`src/rtl/silife_population_counter_if.sv`:
```
// Bus between the population counter and the grid/host side.
// The grid returns the cells of row o_row_select on i_cells in the same cycle.
interface silife_population_counter_if #(
   parameter int WIDTH  = 32,
   parameter int HEIGHT = 32
);
   localparam int ROW_BITS = $clog2(HEIGHT);
   localparam int POP_BITS = $clog2(WIDTH*HEIGHT+1);

   logic                i_start;
   logic                i_clear_stats;
   logic [ROW_BITS-1:0] o_row_select;
   logic [WIDTH-1:0]    i_cells;
   logic                o_busy;
   logic                o_done;
   logic [POP_BITS-1:0] o_population;
   logic [POP_BITS-1:0] o_peak;
   logic [15:0]         o_generation;
   logic                o_extinct;

   modport master (
      output i_start, i_clear_stats, i_cells,
      input  o_row_select, o_busy, o_done, o_population, o_peak, o_generation, o_extinct
   );

   modport slave (
      input  i_start, i_clear_stats, i_cells,
      output o_row_select, o_busy, o_done, o_population, o_peak, o_generation, o_extinct
   );
endinterface

```
`src/rtl/silife_population_counter.sv`:
```
// Scans a Game-of-Life grid one row per clock and publishes the live-cell count
// together with peak and generation statistics.
//
// state  | meaning
// IDLE   | waiting for i_start, row address parked at 0
// SCAN   | adding popcount of one row per cycle
// FINISH | publishing the accumulated count, pulsing o_done
module silife_population_counter #(
   parameter int WIDTH  = 32,
   parameter int HEIGHT = 32
) (
   input  logic                        clk,
   input  logic                        reset_n,
   silife_population_counter_if.slave  bus
);
   localparam int ROW_BITS = $clog2(HEIGHT);
   localparam int POP_BITS = $clog2(WIDTH*HEIGHT+1);
   localparam logic [ROW_BITS-1:0] LAST_ROW = ROW_BITS'(HEIGHT-1);

   typedef enum logic [1:0] {
      ST_IDLE   = 2'd0,
      ST_SCAN   = 2'd1,
      ST_FINISH = 2'd2
   } state_t;

   state_t              state_q;
   logic [ROW_BITS-1:0] row_q;
   logic [POP_BITS-1:0] acc_q;
   logic [POP_BITS-1:0] pop_q;
   logic [POP_BITS-1:0] peak_q;
   logic [15:0]         gen_q;
   logic                busy_q;
   logic                done_q;
   logic                extinct_q;
   logic [POP_BITS-1:0] row_count_d;

   always_comb begin
      row_count_d = '0;
      for (int i = 0; i < WIDTH; i++) begin
         row_count_d = row_count_d + POP_BITS'(bus.i_cells[i]);
      end
   end

   always_ff @(posedge clk or negedge reset_n) begin
      if (!reset_n) begin
         state_q   <= ST_IDLE;
         row_q     <= '0;
         acc_q     <= '0;
         pop_q     <= '0;
         peak_q    <= '0;
         gen_q     <= '0;
         busy_q    <= 1'b0;
         done_q    <= 1'b0;
         extinct_q <= 1'b0;
      end else begin
         done_q <= 1'b0;
         if (bus.i_clear_stats) begin
            peak_q <= '0;
            gen_q  <= '0;
         end
         case (state_q)
            ST_IDLE: begin
               if (bus.i_start) begin
                  state_q <= ST_SCAN;
                  row_q   <= '0;
                  acc_q   <= '0;
                  busy_q  <= 1'b1;
               end
            end
            ST_SCAN: begin
               acc_q <= acc_q + row_count_d;
               if (row_q == LAST_ROW) begin
                  row_q   <= '0;
                  state_q <= ST_FINISH;
               end else begin
                  row_q <= row_q + ROW_BITS'(1);
               end
            end
            ST_FINISH: begin
               pop_q     <= acc_q;
               done_q    <= 1'b1;
               extinct_q <= (acc_q == '0);
               busy_q    <= 1'b0;
               state_q   <= ST_IDLE;
               // A simultaneous clear wins over the statistics update.
               if (!bus.i_clear_stats) begin
                  gen_q <= gen_q + 16'd1;
                  if (acc_q > peak_q) begin
                     peak_q <= acc_q;
                  end
               end
            end
            default: begin
               state_q <= ST_IDLE;
               row_q   <= '0;
               busy_q  <= 1'b0;
            end
         endcase
      end
   end

   assign bus.o_row_select = row_q;
   assign bus.o_busy       = busy_q;
   assign bus.o_done       = done_q;
   assign bus.o_population = pop_q;
   assign bus.o_peak       = peak_q;
   assign bus.o_generation = gen_q;
   assign bus.o_extinct    = extinct_q;
endmodule
```
`src/flat_wrapper.sv`:
```
// flat-port wrapper written by rule: the top's interface ports become plain ports
module silife_population_counter_flat 
#(
   parameter int WIDTH  = 32,
   parameter int HEIGHT = 32
)
  (clk, reset_n, bus_i_start, bus_i_clear_stats, bus_i_cells, bus_o_row_select, bus_o_busy, bus_o_done, bus_o_population, bus_o_peak, bus_o_generation, bus_o_extinct);
  silife_population_counter_if #(.WIDTH(WIDTH), .HEIGHT(HEIGHT)) bus_i ();
  input  logic clk;
  input  logic reset_n;
  input wire logic [$bits(bus_i.i_start)-1:0] bus_i_start;
  input wire logic [$bits(bus_i.i_clear_stats)-1:0] bus_i_clear_stats;
  input wire logic [$bits(bus_i.i_cells)-1:0] bus_i_cells;
  output wire logic [$bits(bus_i.o_row_select)-1:0] bus_o_row_select;
  output wire logic [$bits(bus_i.o_busy)-1:0] bus_o_busy;
  output wire logic [$bits(bus_i.o_done)-1:0] bus_o_done;
  output wire logic [$bits(bus_i.o_population)-1:0] bus_o_population;
  output wire logic [$bits(bus_i.o_peak)-1:0] bus_o_peak;
  output wire logic [$bits(bus_i.o_generation)-1:0] bus_o_generation;
  output wire logic [$bits(bus_i.o_extinct)-1:0] bus_o_extinct;
  assign bus_i.i_start = bus_i_start;
  assign bus_i.i_clear_stats = bus_i_clear_stats;
  assign bus_i.i_cells = bus_i_cells;
  assign bus_o_row_select = bus_i.o_row_select;
  assign bus_o_busy = bus_i.o_busy;
  assign bus_o_done = bus_i.o_done;
  assign bus_o_population = bus_i.o_population;
  assign bus_o_peak = bus_i.o_peak;
  assign bus_o_generation = bus_i.o_generation;
  assign bus_o_extinct = bus_i.o_extinct;
  silife_population_counter #(.WIDTH(WIDTH), .HEIGHT(HEIGHT)) u_core (.clk(clk), .reset_n(reset_n), .bus(bus_i));
endmodule
```
`config.mk`:
```
export PLATFORM = sky130hd
export DESIGN_NAME = silife_population_counter_flat
export DESIGN_NICKNAME = d
export VERILOG_FILES = /design/src/rtl/silife_population_counter_if.sv /design/src/rtl/silife_population_counter.sv /design/src/flat_wrapper.sv
export SDC_FILE = /design/constraint.sdc
export NUM_CORES = 1
export LEC_CHECK = 0
export BUFFER_PORTS_ARGS = -buffer_cell sky130_fd_sc_hd__clkbuf_2
export CAP_MARGIN = 30
export CORE_MARGIN = 4
export CORE_UTILIZATION = 35
export CTS_BUF_LIST = sky130_fd_sc_hd__clkbuf_8
export DETAILED_ROUTE_END_ITERATION = 12
export MAX_ROUTING_LAYER = met4
export RECOVER_POWER = 50
export REMOVE_ABC_BUFFERS = 1
export SLEW_MARGIN = 25
export SYNTH_ARGS = -nofsm -noshare
export SYNTH_HDL_FRONTEND = slang
export SYNTH_SLANG_ARGS = --single-unit
```
`constraint.sdc`:
```
create_clock -name clk -period 4.55 [get_ports clk]
set_clock_uncertainty 0.1 [all_clocks]
set_input_delay 0.455 -clock clk [delete_from_list [all_inputs] [get_ports clk]]
set_output_delay 0.455 -clock clk [all_outputs]
set_load 0.1 [all_outputs]
```
Word level (Yosys, flattened, before mapping)
Index checks and enable logic that the tools add are counted.
Operators by class
  multiplexer cells: 18
  add/subtract/negate cells: 34
  equality and inequality tests: 5
  bitwise logic cells: 2
  $lt $le $gt $ge: 1
  reduce and logical (&&, ||, !) cells: 7
Operator list (number)
  $add 11x1->11: 30
  $mux 11: 5
  $mux 16: 3
  $pmux 11 s2: 1
  $add 16x1->16 const B: 1
  $pmux 5 s3: 1
  $add 11x11->11: 1
  $gt 11x11->1: 1
  $logic_not 11->1: 1
  $mux 5: 2
  $reduce_and 2->1: 4
  $add 5x1->5 const B: 1
  $eq 5x5->1 const B: 1
  $mux 2: 2
  $pmux 2 s2: 1
  $add 1x1->2: 1
  $eq 2x1->1 const B: 1
  $eq 2x2->1 const B: 1
  $logic_not 2->1: 1
  $mux 1: 2
  $ne 2x1->1 const B: 1
  $ne 2x2->1 const B: 1
  $not 1->1: 2
  $pmux 1 s2: 1
  $reduce_bool 2->1: 1
Storage, ports and cells
  input port bits: 36
  logic and storage cells: 76
  output and inout port bits: 46
  bits in registers: 59

Logic depth before layout (Yosys ltp)
  word-level depth: 33
  mapped depth: 17
  mapped depth without buffers: 17

Least setup slack after synthesis
No wires, ideal clock.
  path type: in2reg
  start point: in bus_i_cells[0]
  end point: reg u_core.acc_q[8]
  required time: 4.371 ns
  arrival time: 5.016 ns
  path buffers: 0
  path slack: -0.645 ns
  stages on the path: 17
  setup time: 0.079 ns
  cells stage by stage: ha_1 inv_1 fa_1 fa_1 fa_1 fa_1 fa_1 fa_1 inv_1 ha_1 inv_1 fa_1 nor2b_1 o31a_1 o2111ai_1 a21oi_1 mux2i_1
Between the ends
  longest elaborated chain between the ends: 33
Ends and longest elaborated chain
  start, declared: line flat_wrapper.sv:13  | input wire logic [$bits(bus_i.i_cells)-1:0] bus_i_cells;
  $add 1x1->2: line silife_population_counter.sv:40  | row_count_d = row_count_d + POP_BITS'(bus.i_cells[i]);
  $add 11x1->11 (30 in a row): line silife_population_counter.sv:40
  $add 11x11->11: line silife_population_counter.sv:71  | acc_q <= acc_q + row_count_d;
  $pmux 11 s2: line silife_population_counter.sv:61  | case (state_q)
  end signal, assigned: line silife_population_counter.sv:71
  end, declared: line silife_population_counter.sv:28  | logic [POP_BITS-1:0] acc_q;
No other way between the ends.
A chain may end at the register's enable or synchronous reset.

Worst setup path in the final report
  start point: in bus_i_cells[1]
  end point: reg u_core.acc_q[8]
The elaborated chain is that of the path after synthesis.

==> results by group <==
Status
  – Status: finished, violations left
  – Failing checks: capacitance limit, slew limit, setup timing

Route
  – Detailed Route WL: ~8500 um
  – Drt wl/cell: ~13 um
  – Drt pass-1 iters: 4
  – Iter 0 DRT Violations: 108
  – Antenna viol nets, final: 0
  – Via Count: 3069
  – DRC violations left: 0
  – Vias per cell: 4.71

Timing
  – Fmax: 0.203 GHz
  – RSZ-0062 raised after global routing: yes
  – Crit path time final: between 4 and 5 ns
  – Crit share post-route: 1.08
  – Total negative slack: -2.18 ns
  – Worst path setup slack after routing: -0.384 ns
  – Max-slew violation count: 60
  – Endpoints failing setup: 9
  – Slew Limit Headroom: -1.07
  – Worst-Margin Slew: 3.11 ns
  – Final Hold Vio Count: 0

Clocking
  – CTS max path bufs: 2
  – CTS H-tree lvls: 3
  – Hold buffer count at CTS: 0
  – Total CTS buffers: 9
  – Clk Latency, worst-skew pair: 0.34 ns
  – Root Driver: clkbuf_8
  – Worst-path clk slew: 0.06 ns
  – CTS tree: done
  – CTS Sinks: 59

Logic synthesis
  – Synth area leaders: dfrtp_1 37%, fa_1 13%, ha_1 12%
  – Synth area leader: dfrtp_1
  – Unique masters post-synth: 40
  – Largest family of logic cells by synthesized area: adder cells
  – Post-Synth XOR/XNOR Area: 0.0416
  – Flops & latches, synth: 59
  – Sequential fraction of the synthesis area: 0.369
  – Top cells by count, synth: 59 x dfrtp_1, 59 x inv_1, 47 x nand2_1, 38 x ha_1, 25 x fa_1
  – Synth Area in Adders: 0.244
  – Synth Instances: about 410
  – Post-synth EDFFs: 0
  – Ys flop type: dfrtp_1
  – Synth async-reset ratio: 1.00
  – Synth Area in Compound Gates: 0.0837
  – Mux share of post-synthesis cell area: 0.0353
  – Yosys Warn Count: 0
  – Top-area cell type share of the netlist area: 0.369
  – Syn avg cell area: 9.81 um^2
  – Netlist Area Pre-Place: 4000 um^2
  – Post-synthesis simple-gate area fraction: 0.160

Setup path
  – Critical Path End Type: flop
  – FF-to-FF setup slack: -0.10 ns
  – WP data arrival: 5.09 ns
  – Worst EP required: between 4 and 5 ns
  – Startpoint Class: input pin
  – WS Path Type: in2reg
  – Crit Path Max Fanout: 3

GRT
  – GR Util met3: 0.0184
  – GR Util met1: 0.180
  – Met2 Usage GRT: 0.223
  – First-pass GRT wire length: between 10000 and 15000 um
  – Antenna violations before repair: 0
  – Total gr overflow: 0
  – Largest net degree at the start of global routing: 60
  – GRT busiest layer: met2
  – Total GRT Usage: 0.140
  – Vias in the first global route: 3185

Floorplanning
  – Die Y: 115 um
  – # rows: 38
  – Initial Util: 0.363
  – Core Region: 11000 um^2
  – Full die area: 13200 um^2
  – I/O pin total: 82
  – Chip Width: around 110 um

Placed design
  – I/O Buffers: 81
  – Final GP Congestion: 0.788
  – Dpl ws: -1.03 ns
  – Detail Placement HPWL: 6500 um

Final layout
  – End-of-flow core utilization: 0.448
  – Ratio of cells with drive above 1 in the final layout: 0.235
  – Antenna diode count: 0
  – Synthesis-to-finish area growth: 23.3%
  – Multi-input gate area: 2330 um^2
  – Filler Cells Inserted: 1062
  – Register area: 1480 um^2
  – Final nets: 605

Run
  – Max cap viols: 1

Min path
  – Type of the worst min-delay path: reg2reg
==> layout make-up <==
class,count,share of cell area
clock buffer,11,0.0307
sequential,59,0.299
timing repair buffer,97,0.108
tap,140,0.0355
clock inverter,5,0.0106
multi-input combinational,280,0.471
inverter,59,0.0448
==> critical path, stage by stage <==
cell and delay [ns]:
buf_8 0.10, ha_4 0.25, inv_2 0.03, fa_1 0.49, fa_1 0.43, fa_1 0.52, fa_1 0.43, fa_1 0.51
fa_1 0.40, inv_1 0.06, ha_2 0.17, inv_2 0.04, fa_2 0.34, nor2b_2 0.14, o31a_1 0.20, o2111ai_2 0.15
a21oi_2 0.18, mux2i_1 0.19
==> stage by stage <==
step                instance area [um^2]  hold WS (ns)  cells
CTS                                 4890         0.191    647
floorplan                           3960        0.0594    398
finish                              4940         0.374    651
global route                        4940         0.402    651
global placement                    4630         0.359    631
detailed placement                  4630         0.365    631
==> metal layers <==
metal  part of all wire  up-vias
met5                  0        -
met4              0.020        0
met3              0.047       13
met2               0.47       69
met1               0.47     1438
li1                   -     1549
==> logic make-up (layout without fill, tap and decap cells) <==
kind of cell,count (synthesis),in the layout
buf+inv,69,172
fa+ha+maj,63,63
xor+xnor,19,19
flops,59,59
mux,14,14
compound gates,51,51
simple gates,133,133
==> sequential cells by signal, indices dropped and copies added (netlist names) <==
name and count:
u_core.bus.o_done 1, u_core.bus.o_extinct 1, u_core.bus.o_busy 1, u_core.acc_q 11
u_core.bus.o_population 11, u_core.state_q 2, u_core.bus.o_peak 11, u_core.bus.o_row_select 5
u_core.bus.o_generation 16
==> cell usage in the layout (no fill, tap or decap), drive strengths merged, types with 11 or more instances in the layout <==
cell	netlist	routed
buf	2	17
clkbuf	8	91
dfrtp	59	59
fa	25	25
ha	38	38
inv	59	60
mux2i	13	13
nand2	47	47
nand2b	23	23
nand3	16	16
nor2	23	23
o21ai	14	14
xor2	11	11
==> path summary, 6_finish.rpt <==
path | start | to | cells after the start
worst max-delay path | bus_i_cells[1] | u_core.acc_q[8]$_DFFE_PN0P_ | 18
worst min-delay path | u_core.bus.o_population[10]$_DFFE_PN0P_ | u_core.bus.o_population[10]$_DFFE_PN0P_ | 2
worst max register to register | u_core.acc_q[1]$_DFFE_PN0P_ | u_core.acc_q[6]$_DFFE_PN0P_ | 14
worst min register to register | u_core.bus.o_population[10]$_DFFE_PN0P_ | u_core.bus.o_population[10]$_DFFE_PN0P_ | 2
max in group asynchronous | reset_n | u_core.acc_q[3]$_DFFE_PN0P_ | 2
min in group asynchronous | reset_n | u_core.bus.o_generation[14]$_DFF_PN0_ | 2
==> timing repair <==
action                                  CTS  global route
pin swaps                                14             5
endpoints found under the setup margin   10            10
gates resized for setup                  13            11
setup buffers                             0             4
hold endpoints to repair                  0             0
Power is left out: the tool's default activity adds up to more than one toggle a clock period on the data nets, which glitch-free logic cannot reach.
